[src/rtl/vga_timing_pkg.sv]
// Shared VGA timing constants, coordinate type and axis-length helper for the
// scan controller and its per-axis counters.
package vga_timing_pkg;

  localparam int unsigned DEF_H_VISIBLE = 640;
  localparam int unsigned DEF_H_FRONT   = 16;
  localparam int unsigned DEF_H_SYNC    = 96;
  localparam int unsigned DEF_H_BACK    = 48;
  localparam int unsigned DEF_V_VISIBLE = 480;
  localparam int unsigned DEF_V_FRONT   = 10;
  localparam int unsigned DEF_V_SYNC    = 2;
  localparam int unsigned DEF_V_BACK    = 33;
  localparam int unsigned DEF_CLK_DIV   = 2;

  localparam int unsigned COORD_LIMIT   = 1024;

  typedef logic [9:0] coord_t;

  function automatic int unsigned axis_total(input int unsigned visible,
                                             input int unsigned front,
                                             input int unsigned sync,
                                             input int unsigned back);
    return visible + front + sync + back;
  endfunction

endpackage

[src/rtl/vga_axis_counter.sv]
// One raster axis: wrapping position counter with registered sync/active
// decodes, so every output changes on the same edge as the count.
module vga_axis_counter
  import vga_timing_pkg::*;
#(
  parameter int unsigned VISIBLE = DEF_H_VISIBLE,
  parameter int unsigned FRONT   = DEF_H_FRONT,
  parameter int unsigned SYNC    = DEF_H_SYNC,
  parameter int unsigned BACK    = DEF_H_BACK
) (
  input  logic   Clk,
  input  logic   Reset,
  input  logic   advance,
  output coord_t count,
  output logic   sync_n,
  output logic   active,
  output logic   at_last
);

  localparam int unsigned TOTAL = axis_total(VISIBLE, FRONT, SYNC, BACK);
  localparam coord_t LAST    = coord_t'(TOTAL - 1);
  localparam coord_t SYNC_LO = coord_t'(VISIBLE + FRONT);
  localparam coord_t SYNC_HI = coord_t'(VISIBLE + FRONT + SYNC - 1);
  localparam coord_t VIS     = coord_t'(VISIBLE);

  coord_t count_q, count_d;
  logic   sync_n_q, sync_n_d;
  logic   active_q, active_d;

  assign at_last = (count_q == LAST);

  // Decodes are taken from the next count so they land with it.
  always_comb begin
    count_d = count_q;
    if (advance) count_d = at_last ? '0 : count_q + coord_t'(1);
    sync_n_d = !((count_d >= SYNC_LO) && (count_d <= SYNC_HI));
    active_d = (count_d < VIS);
  end

  always_ff @(posedge Clk) begin
    if (Reset) begin
      count_q  <= '0;
      sync_n_q <= 1'b1;
      active_q <= 1'b1;
    end else begin
      count_q  <= count_d;
      sync_n_q <= sync_n_d;
      active_q <= active_d;
    end
  end

  assign count  = count_q;
  assign sync_n = sync_n_q;
  assign active = active_q;

endmodule

[src/rtl/vga_scan_controller.sv]
// Raster scan generator: pixel clock-enable divider plus horizontal/vertical
// axis counters, producing DrawX/DrawY, hs, vs, blank and frame_start.
module vga_scan_controller
  import vga_timing_pkg::*;
#(
  parameter int unsigned H_VISIBLE = DEF_H_VISIBLE,
  parameter int unsigned H_FRONT   = DEF_H_FRONT,
  parameter int unsigned H_SYNC    = DEF_H_SYNC,
  parameter int unsigned H_BACK    = DEF_H_BACK,
  parameter int unsigned V_VISIBLE = DEF_V_VISIBLE,
  parameter int unsigned V_FRONT   = DEF_V_FRONT,
  parameter int unsigned V_SYNC    = DEF_V_SYNC,
  parameter int unsigned V_BACK    = DEF_V_BACK,
  parameter int unsigned CLK_DIV   = DEF_CLK_DIV
) (
  input  logic   Clk,
  input  logic   Reset,
  output logic   pixel_ce,
  output coord_t DrawX,
  output coord_t DrawY,
  output logic   hs,
  output logic   vs,
  output logic   blank,
  output logic   frame_start
);

  localparam int unsigned H_TOTAL = axis_total(H_VISIBLE, H_FRONT, H_SYNC, H_BACK);
  localparam int unsigned V_TOTAL = axis_total(V_VISIBLE, V_FRONT, V_SYNC, V_BACK);
  localparam int unsigned DIV_W   = (CLK_DIV > 1) ? $clog2(CLK_DIV) : 1;
  localparam logic [DIV_W-1:0] DIV_LAST = DIV_W'(CLK_DIV - 1);

  if (H_TOTAL > COORD_LIMIT || V_TOTAL > COORD_LIMIT) begin : g_bad_total
    $error("vga_scan_controller: H_TOTAL/V_TOTAL exceed 10-bit coordinate range");
  end
  if (CLK_DIV < 1) begin : g_bad_div
    $error("vga_scan_controller: CLK_DIV must be at least 1");
  end

  logic [DIV_W-1:0] div_cnt_q, div_cnt_d;
  logic h_at_last, v_at_last, h_active, v_active;

  // With CLK_DIV=1 the counter is stuck at 0 and pixel_ce stays high.
  assign pixel_ce = (div_cnt_q == DIV_LAST);

  always_comb begin
    div_cnt_d = pixel_ce ? '0 : div_cnt_q + 1'b1;
  end

  always_ff @(posedge Clk) begin
    if (Reset) div_cnt_q <= '0;
    else       div_cnt_q <= div_cnt_d;
  end

  vga_axis_counter #(
    .VISIBLE(H_VISIBLE), .FRONT(H_FRONT), .SYNC(H_SYNC), .BACK(H_BACK)
  ) u_h (
    .Clk(Clk), .Reset(Reset), .advance(pixel_ce),
    .count(DrawX), .sync_n(hs), .active(h_active), .at_last(h_at_last)
  );

  vga_axis_counter #(
    .VISIBLE(V_VISIBLE), .FRONT(V_FRONT), .SYNC(V_SYNC), .BACK(V_BACK)
  ) u_v (
    .Clk(Clk), .Reset(Reset), .advance(pixel_ce & h_at_last),
    .count(DrawY), .sync_n(vs), .active(v_active), .at_last(v_at_last)
  );

  assign blank       = h_active & v_active;
  assign frame_start = pixel_ce & h_at_last & v_at_last;

endmodule

[config.mk]
export PLATFORM = sky130hd
export DESIGN_NAME = vga_scan_controller
export DESIGN_NICKNAME = d
export VERILOG_FILES = /design/src/rtl/vga_timing_pkg.sv /design/src/rtl/vga_axis_counter.sv /design/src/rtl/vga_scan_controller.sv
export SDC_FILE = /design/constraint.sdc
export NUM_CORES = 1
export LEC_CHECK = 0
export BUFFER_PORTS_ARGS = -buffer_cell sky130_fd_sc_hd__buf_2
export CAP_MARGIN = 10
export CORE_MARGIN = 2
export CORE_UTILIZATION = 55
export CTS_BUF_LIST = sky130_fd_sc_hd__clkbuf_4
export DETAILED_ROUTE_END_ITERATION = 6
export GPL_TIMING_DRIVEN = 0
export PLACE_DENSITY_LB_ADDON = 0.1
export REMOVE_ABC_BUFFERS = 1
export SETUP_SLACK_MARGIN = 0.3
export SLEW_MARGIN = 10
export SYNTH_ARGS = -nofsm -noshare
export SYNTH_HDL_FRONTEND = slang
export SYNTH_SLANG_ARGS = --single-unit
[constraint.sdc]
create_clock -name Clk -period 5.5 [get_ports Clk]
set_input_delay 0.825 -clock Clk [delete_from_list [all_inputs] [get_ports Clk]]
set_output_delay 0.825 -clock Clk [all_outputs]
set_load 0.1 [all_outputs]
# Word level (Yosys, flattened, before mapping)
# Index checks and enable logic that the tools add are counted.
dict set report word_totals {
  ff_bits 25
  input_bits 2
  output_inout_bits 25
  word_cells 30
}
dict set report op_classes {
  add_sub_neg 3
  n_lt_le_gt_ge 6
  eq_ne 2
  mux 4
  n_bitwise 3
  reduce_logical 5
}
# cell count
set op_table {}
lappend op_table {{$mux 10} 4}
lappend op_table {{$add 10x1->10 const B} 2}
lappend op_table {{$eq 10x10->1 const B} 2}
lappend op_table {{$ge 10x10->1 const B} 1}
lappend op_table {{$ge 10x9->1 const B} 1}
lappend op_table {{$le 10x10->1 const B} 1}
lappend op_table {{$le 10x9->1 const B} 1}
lappend op_table {{$lt 10x10->1 const B} 1}
lappend op_table {{$lt 10x9->1 const B} 1}
lappend op_table {{$and 1x1->1} 3}
lappend op_table {{$logic_and 1x1->1} 2}
lappend op_table {{$logic_not 1->1} 2}
lappend op_table {{$reduce_or 2->1} 1}
lappend op_table {{$add 1x1->1 const B} 1}

# Longest topological paths before layout
# Gate-level depths: netlist (run 1).
dict set report logic_depth {
  ltp_word 6
  ltp_mapped 9
  depth_no_buf 6
}

# Modules after synthesis
# Synthesis (run 1) repeated with hierarchy kept, for this count alone.
dict set report unflattened {
  cells_unflattened 159
  hier_area_um2 1408.9
}
# module n_inst cells_per_inst area_each_um2
set by_module_without_submodules {}
lappend by_module_without_submodules {{vga_axis_counter at u_v} 1 80 690.7}
lappend by_module_without_submodules {{vga_axis_counter at u_h} 1 74 674.4}
lappend by_module_without_submodules {vga_scan_controller 1 5 43.8}

# Worst setup path after synthesis (run 1)
# No wires, ideal clock.
dict set report synth_timing {
  kind {register to output}
  from {register u_h.count_q[0] (netlist: u_h.count[0])}
  to {output port frame_start}
  arrival_time_ps 2910
  required_ps 4675
  setup_slack_ps 1765
  stages_incl_launch_ff 8
  path_cell_list {dfxtp_1 -> ha_1 -> and3_1 -> buf_2 -> and4_1 -> clkbuf_1 -> buf_2 -> and2_1}
}
dict set report synth_between {
  elab_chain_len 3
}
# element line
set synth_lines {}
lappend synth_lines {{start, declared} vga_axis_counter.sv:26} ;# coord_t count_q, count_d;
lappend synth_lines {{start signal, assigned} vga_axis_counter.sv:46} ;# count_q <= count_d;
lappend synth_lines {{$eq 10x10->1} vga_axis_counter.sv:30} ;# assign at_last = (count_q == LAST);
lappend synth_lines {{$and 1x1->1 (2 in series)} vga_scan_controller.sv:69} ;# assign frame_start = pixel_ce & h_at_last & v_at_last;
lappend synth_lines {{end, declared} vga_scan_controller.sv:24} ;# output logic frame_start
# No other way between the ends.

# Final worst setup path (run 1)
# Same ends and word-level chain as after synthesis.

==> results of run 1 <==
==> metrics by stage <==
stage	area (um2)	setup WS [ns]	util, %
floorplan	1340	1.85	-
global placement	1510	2.35	61.5
detailed placement	1510	2.31	61.5
CTS	1540	1.93	62.7
global route	1550	2.04	63.0
finish	1550	2.18	63.0
==> layer usage <==
metal	vias up	global-route usage [%]	routed length (um)
met1	648	26.8	1420
met3	4	2.46	102
met2	29	36.5	1530
li1	656	-	-
met4	0	8.33	30
met5	-	0	0
==> worst max-delay path, stage by stage, from the launching register on <==
cell	delay, ns
dfxtp_1	0.41
ha_1	0.22
and3_1	0.30
and4_1	0.62
and2_1	0.21
buf_2	0.42
==> sequential cells by signal, indices dropped and copies added, names as in the netlist <==
name        count
u_v.count      10
pixel_ce        1
u_v.active      1
u_v.sync_n      1
u_h.active      1
u_h.sync_n      1
u_h.count      10
==> area by class of cell <==
type,instances,share of cell area (%)
Clock buffer,4,1.94
Inverter,5,1.21
Multi-Input combinational cell,129,53.6
Sequential cell,25,32.4
Tap cell,30,2.43
Timing Repair Buffer,26,8.41
==> cells in the final DEF (no fill, tap or decap), types with 2 or more instances in the layout <==
cell / synthesis / final
nor4_1: 2 / 2
dfxtp_1: 25 / 25
a211o_1: 2 / 2
a22oi_1: 3 / 3
nand4_1: 10 / 10
a31oi_1: 2 / 2
nand2_1: 12 / 12
and2_1: 4 / 4
nand4b_1: 2 / 2
inv_1: 5 / 5
nor2b_1: 4 / 4
o21ai_0: 9 / 9
xor2_1: 5 / 5
a21oi_1: 6 / 6
buf_2: 5 / 26
nor2_1: 13 / 13
xnor2_1: 7 / 7
clkbuf_4: 0 / 4
ha_1: 3 / 3
and3_1: 3 / 3
nor3_1: 12 / 12
nand3_1: 7 / 7
and4_1: 2 / 2
==> power breakdown <==
part / total [uW] / switching [uW] / internal, uW
clock network: 84.4 / 51.2 / 33.2
logic: 31.4 / 25.6 / 5.75
registers: 187 / 3.32 / 184
total: 303 / 80.1 / 223
==> kinds of logic after synthesis <==
| group | after synthesis | synth area share, % |
|---|---|---|
| xor+xnor | 12 | 7.42 |
| simple gates | 80 | 31.6 |
| mux | 2 | 1.50 |
| buf+inv | 21 | 6.54 |
| flops | 25 | 35.3 |
| compound gates | 32 | 14.9 |
| fa+ha+maj | 3 | 2.65 |
==> how the worst min path moves through the flow <==
stage | end | slack [ns] | cells past startpoint
finish | pixel_ce | 0.56 | 1
global route | pixel_ce | 0.61 | 1
CTS | pixel_ce | 0.57 | 1
detailed placement | pixel_ce | 0.54 | 1
global placement | pixel_ce | 0.52 | 1
floorplan | pixel_ce | 0.89 | 1
==> flow_summary.ini, run 1 <==
[run_status]
outcome = complete, no violations

[finish]
seqCellArea_um2 = 500
areaGrowthSynthToFinish_pct = 9.19
fillCellCount = 228
multi_input_area_um2 = 830
nNetsFinal = 195
antenna_cells = 0
drive_gt1_share_pct = 18.0
finalNonFillerCells = 219

[grt]
grt_antenna_before_repair = 0
grt_use_total_pct = 21.3
overflow = 0
grt_start_max_net_pins = 24
grt_pass1_wl_um = 4670
first_global_vias = 1084

[placed_design]
globalplace.congestion = 0.824
dpl.cell_count = 215
numPortBuffers = 26
hpwlAfterDp_um = 2160

[clocking]
ctsHtreeMaxLevel = 1
clkSlewWorstSetupHoldPaths_ns = 0.13
cts_buffer_depth = 2
numClockSinks = 25
postCtsHoldBufs = 0
cts_root_buffer = clkbuf_4
cts_resized = 0
cts_setup_buffers = 0
cts_buffers = 3
clock_latency_ns = 0.31
cts_tree = built

[drt]
wl_per_cell_um = 14.1
viasPerCell = 6.11
routed_wl_um = 3090
drcViolationCount = 0
drtIter0Drc = 13
vias = 1337
antenna_left = 0
firstDrtPassIters = 4

[setup_path]
reg2reg_from = u_h.count[0]
r2r-end = u_v.sync_n
critPathCapture = frame_start
start_kind = flip-flop
startpoint = u_h.count[0]
critPathMaxFanout = 16
r2r_slack_ns = 2.99
worst_setup_path_end_kind = primary output
ff2ff_path_depth = 6
crit_required_ns = 4.68
worstPathArrival_ns = 2.49
path_class = reg2out

[sta]
relSlewSlack_pct = 44.5
clock_skew_ns = 0.00244
finalCritPeriodShare_pct = 60.3
slew_violations = 0
grt_setup_unrepaired = no
setup_viol_count_final = 0
whs_ns = 0.560
fin_tns_setup_ns = 0
hold_viol = 0
min_period_ns = 3.32
worst_pin_slew_ns = 0.820
max_clock_freq_mhz = 301

[run]
max_cap_viol_count = 0

[pwr]
vdd_drop_max_mv = 0.173
p_total_uw = 303
leakage_uw = 0.000595
p_per_area_nw_per_um2 = 196

[logic_synthesis]
synth.avg_cell_area_um2 = 8.09
yosysWarnings = 0
synth_most_common_cell = dfxtp_1
synth_common_cells = dfxtp_1 (25), nor2_1 (13), nand2_1 (12), nor3_1 (12), nand4_1 (10)
netlist.area_leader.share_pct = 35.3
ys_types = 45
synth_ff_type = dfxtp_1
yosys-top-cells-area = dfxtp_1 (35%), nand4_1 (4.4%), xnor2_1 (4.3%)
yosysSeqAreaShare_pct = 35.3
ys_ff_latch = 25
synth_edf_count = 0
syn_area_um2 = 1420
synth_top_area_cell = dfxtp_1
async_flop_share_pct = 0
syn_inst = 175

[die]
start_util_pct = 57.7
dieArea_um2 = 3000
core_um2 = 2450
die_y_um = 54.7
die_w_um = 54.7
rows = 18
pin_count = 27

[min_path]
hp-start = pixel_ce
hold_class = reg2reg
Power figures use the tool's default switching activity.
==> run 2, diff against run 1 <==
Clock period 5.5 ns to 3.2 ns, I/O delays scaled along.
==> run 2 against run 1 <==
Wire length rose by 0.23%; setup slack got worse by 1.7 ns; clock power rose by 72%; global-route usage did not move; largest cell class unchanged.
==> flow_summary.ini, run 2 (synthesis gave the netlist of run 1 again) <==
[pwr]
p_comb_share_pct = 10.4
clockPowerShare_pct = 27.8
internal-power_uw = 383
vdd_drop_max_mv = 0.298
p_sw_uw = 137
switching_share_pct = 26.4
seq_power_share_pct = 61.8
leakage_uw = 0.000597
p_total_uw = 520
p_per_area_nw_per_um2 = 334

[drt]
antenna_left = 0
viasPerCell = 6.07
dr_wl_met2_um = 1530
drcViolationCount = 0
routed_wl_um = 3090
met1_length_um = 1420
drtIter0Drc = 16
wl_met3_um = 96
wl_per_cell_um = 14.1
firstDrtPassIters = 4
vias = 1329
highest_layer = met4

[grt]
grt_antenna_before_repair = 0
grt_use_total_pct = 21.3
grt_pass1_wl_um = 4670
grt_start_max_net_pins = 24
overflow = 0
first_global_vias = 1084

[setup_path]
worst_setup_path_end_kind = primary output
crit_required_ns = 2.72
path_class = reg2out
worstPathArrival_ns = 2.25
r2r_slack_ns = 0.69
r2r-end = u_v.sync_n
start_kind = flip-flop
ff2ff_path_depth = 6
critPathMaxFanout = 16
reg2reg_from = u_h.count[0]

[sta]
fin_tns_setup_ns = 0
grt_setup_unrepaired = no
max_clock_freq_mhz = 366
whs_ns = 0.560
finalCritPeriodShare_pct = 85.5
min_period_ns = 2.73
slew_violations = 0
worst_pin_slew_ns = 0.507
setup_viol_count_final = 0
relSlewSlack_pct = 66.0
hold_viol = 0
clock_skew_ns = 0.00334

[clocking]
cts_setup_buffers = 0
cts_buffer_depth = 2
ctsHtreeMaxLevel = 1
cts_root_buffer = clkbuf_4
numClockSinks = 25
clkSlewWorstSetupHoldPaths_ns = 0.13
cts_tree = built
cts_buffers = 3
clock_latency_ns = 0.31

[min_path]
whs_endpoint = pixel_ce
hold_class = reg2reg
holdPathStages = 1
hp-start = pixel_ce

[run_status]
outcome = complete, no violations

[die]
start_util_pct = 57.7
die_y_um = 54.7
dieArea_um2 = 3000
rows = 18
pin_count = 27
die_w_um = 54.7
core_um2 = 2450

[run]
max_cap_viol_count = 0

[finish]
fillCellCount = 223
areaGrowthSynthToFinish_pct = 10.1
nNetsFinal = 195
drive_gt1_share_pct = 18.5
antenna_cells = 0
final_cell_mix = buf_2 (25), dfxtp_1 (25), nor2_1 (13), nor3_1 (12), nand2_1 (12)

[placed_design]
globalplace.congestion = 0.824
hpwlAfterDp_um = 2160
numPortBuffers = 26
run 2: cell count changes in the layout (fill, tap and decap cells not counted), sizes merged:
cell	previous run	this run
buf	26	25
clkbuf	4	5
run 2: worst max-delay path: stages (launching register included):
cell and delay, ns:
dfxtp_1 0.41, ha_1 0.22, and3_1 0.30, and4_2 0.49, and2_1 0.19, clkbuf_4 0.33
run 2: power by group through the flow:
stage	Sequential [uW]	Combinational (uW)	Clock (uW)
after CTS	322	54.2	157
after global placement	328	53.2	0
after global routing	323	56.3	165
after floorplan	360	10.6	0
after detailed placement	328	54.2	0
final	321	54.0	145
run 2: timing repair:
action	in CTS	in global routing
setup endpoints to repair	1	1
hold buffers	0	0
gates resized for setup	3	1
hold endpoints to repair	0	0
run 2: through the flow:
step                std cells  cell area, um2  setup slack [ns]  util (%)
floorplan                 159            1340            -0.104         -
global placement          215            1510             0.393      61.5
detailed placement        215            1510             0.358      61.5
CTS                       219            1560             0.376      63.4
global route              219            1560             0.349      63.5
finish                    219            1560             0.465      63.5
run 2: worst max path at each step:
stage	depth (start not counted)	end	startpoint	slack, ns
after floorplan	3	frame_start	u_v.count[2]	-0.10
after global placement	4	frame_start	u_v.count[2]	0.39
after detailed placement	4	frame_start	u_v.count[2]	0.36
after CTS	5	frame_start	u_h.count[0]	0.38
after global routing	5	frame_start	u_h.count[0]	0.35
final	5	frame_start	u_h.count[0]	0.47
run 2: cell type report:
type | instances | area [um2] | area share (%)
clock buffer | 4 | 30.0 | 1.93
sequential | 25 | 500 | 32.1
inverter | 5 | 18.8 | 1.20
timing repair buffer | 26 | 133 | 8.51
tap | 30 | 37.5 | 2.41
multi-input combinational | 129 | 840 | 53.9
run 2: per-layer routing:
metal | GRT usage, % | up-vias
met4 | 8.33 | 0
met2 | 36.5 | 24
met3 | 2.46 | 6
met1 | 26.8 | 642
li1 | - | 657
met5 | 0 | -
==> run 3, diff against run 2 <==
Settings changed: ABC_AREA set to 1.
==> run 3 against run 2 <==
Sequential cell count stayed put; largest cell class unchanged; clock power hardly changed; critical path type unchanged; register-to-register slack better by 0.68 ns; wire length is 2.5% lower; final area is 5.8% higher; global-route usage is 1.6 points lower; critical path depth is 2 higher; cell count is 29% higher; setup slack better by 0.17 ns.
==> flow_summary.ini, run 3 <==
[pwr]
p_comb_share_pct = 8.5
leakage_uw = 0.000811
internal-power_uw = 370
p_sw_uw = 142
p_per_area_nw_per_um2 = 310
seq_power_share_pct = 62.6
vdd_drop_max_mv = 0.265
clockPowerShare_pct = 28.9
switching_share_pct = 27.7

[clocking]
cts_tree = built
numClockSinks = 25
cts_root_buffer = clkbuf_4
clkSlewWorstSetupHoldPaths_ns = 0.15
cts_resized = 0
cts_buffers = 3
cts_setup_buffers = 0
clock_latency_ns = 0.33
ctsHtreeMaxLevel = 1
cts_buffer_depth = 2
postCtsHoldBufs = 0

[logic_synthesis]
synth_ff_type = dfxtp_1
synth_edf_count = 0
ys_types = 29
synth_common_cells = nand2_1 (58), nor2_1 (35), inv_1 (30)
synth_top_area_cell = dfxtp_1
syn_area_um2 = 1480
ys_ff_latch = 25
yosys-top-cells-area = dfxtp_1 (34%), nand2_1 (15%), nor2_1 (8.9%)
yosysSeqAreaShare_pct = 33.7
yosysWarnings = 0
netlist.area_leader.share_pct = 33.7
async_flop_share_pct = 0
synth_most_common_cell = nand2_1
syn_inst = 228
synth.avg_cell_area_um2 = 6.51

[finish]
areaGrowthSynthToFinish_pct = 11.1
drive_gt1_share_pct = 20.2
layout_commonest_cell = nand2_1
fillCellCount = 256
fin_util_pct = 65.4
antenna_cells = 0
final_cell_mix = nand2_1 (58), nor2_1 (35), inv_1 (30), buf_2 (26), dfxtp_1 (25)
nNetsFinal = 258
finalNonFillerCells = 282

[sta]
relSlewSlack_pct = 67.7
hold_viol = 0
slew_violations = 0
finalCritPeriodShare_pct = 80.3
grt_setup_unrepaired = no
min_period_ns = 2.57
fin_tns_setup_ns = 0
setup_viol_count_final = 0
clock_skew_ns = 0.0140
worst_pin_slew_ns = 0.488
max_clock_freq_mhz = 389

[placed_design]
globalplace.congestion = 0.816
numPortBuffers = 26
dpl.cell_count = 278
hpwlAfterDp_um = 2320

[grt]
grt_start_max_net_pins = 18
grt_antenna_before_repair = 0
overflow = 0
first_global_vias = 1144
grt_pass1_wl_um = 5020
grt_use_total_pct = 19.7

[die]
core_um2 = 2520
rows = 18
die_y_um = 55.9
die_w_um = 55.9
start_util_pct = 58.8
dieArea_um2 = 3130
pin_count = 27

[setup_path]
crit_required_ns = 2.72
r2r_slack_ns = 1.37
worst_setup_path_end_kind = primary output
ff2ff_path_depth = 9
cp_common_cell = nand2_2
critPathMaxFanout = 11
r2r-end = u_v.sync_n
crit_cells = 7
start_kind = flip-flop
cp.buffers_inverters = 3
critPathSlowestCell = dfxtp_1
reg2reg_from = pixel_ce
crit_path_cell_trace = inv_4 -> nor3_4 -> nand2_2 -> nor2_4 -> nand2_2 -> inv_1 -> buf_2
path_class = reg2out
critPathTopFamily = flip-flops
startpoint = pixel_ce
max_stage_delay_ns = 0.62
worstPathArrival_ns = 2.09
critPathCapture = frame_start

[drt]
vias = 1417
firstDrtPassIters = 4
drcViolationCount = 0
drtIter0Drc = 39
routed_wl_um = 3020
viasPerCell = 5.02
wl_per_cell_um = 10.7
antenna_left = 0

[run]
max_cap_viol_count = 0

[run_status]
outcome = complete, no violations

[min_path]
hold_class = in2reg
-- run 3: changes by cell type in the layout (fill, tap and decap cells not counted), moves of 4 or more --
cell     delta
and2_1      -4
inv_1      +25
nand2_1    +46
nand3_1    +14
nor2_1     +22
nor2_2      +4
nor2b_1     -4
nor3_1      -9
o21ai_0     -5
xnor2_1     -6
-- run 3: how the worst min path moves through the flow --
stage                            start           end  slack [ns]  cells after the start
final                            Reset      pixel_ce        0.51                      2
after global routing             Reset      pixel_ce        0.51                      2
after CTS                        Reset      pixel_ce        0.51                      2
after detailed placement  u_h.count[0]  u_h.count[0]        0.50                      2
after global placement    u_h.count[0]  u_h.count[0]        0.50                      2
after floorplan                  Reset      pixel_ce        0.55                      1
-- run 3: worst register-to-register path, cell delays in order (launching register included) --
cell and delay, ns:
dfxtp_1 0.62, inv_4 0.12, nor3_4 0.17, nand3_2 0.17
nand2_1 0.11, inv_2 0.03, nor2_1 0.14, nand3_1 0.12
nor2_1 0.14, nand3_1 0.08
-- run 3: cells by family after synthesis --
| family | Yosys count | synth area share, % |
|---|---|---|
| xor gates and xnor gates | 5 | 2.95 |
| AOI/OAI and AO/OA | 13 | 4.55 |
| adders and majority gates | 3 | 2.53 |
| and+or+nand+nor | 142 | 45.3 |
| buffers and inverters | 40 | 11.0 |
| DFF | 25 | 33.7 |
-- run 3: area by class of cell --
type	count	area, um2	area share [%]
clock buffer	3	22.5	1.37
tap	30	37.5	2.28
sequential	25	500	30.3
timing repair buffer	26	130	7.89
multi-input combinational	163	821	49.8
inverter	34	130	7.89
clock inverter	1	7.51	0.455
-- run 3: power groups by stage --
| stage | clock network, uW | logic [uW] | registers, uW |
|---|---|---|---|
| after floorplan | 0 | 11.6 | 349 |
| after global placement | 0 | 43.6 | 327 |
| after detailed placement | 0 | 43.6 | 327 |
| after CTS | 151 | 43.7 | 320 |
| after global routing | 164 | 45.9 | 321 |
| final | 148 | 43.4 | 320 |
-- run 3: through the flow --
step                      hold slack (ns)  cell area, um2  total power (uW)  worst slack (ns)
after detailed placement            0.502            1620               371              1.01
after CTS                           0.512            1650               515             0.628
after global routing                0.511            1650               531             0.495
after global placement              0.498            1620               371              1.02
after floorplan                     0.547            1450               361             0.320
final                               0.512            1650               512             0.632
-- run 3: metal layers --
layer  part of all wire, %  vias to the layer above  GRT usage, %
met5                     0                        -             0
met4                  0.80                        0          4.08
met3                   3.3                        4          2.79
met2                    43                       27          30.4
met1                    53                      619          29.1
li1                      -                      767             -
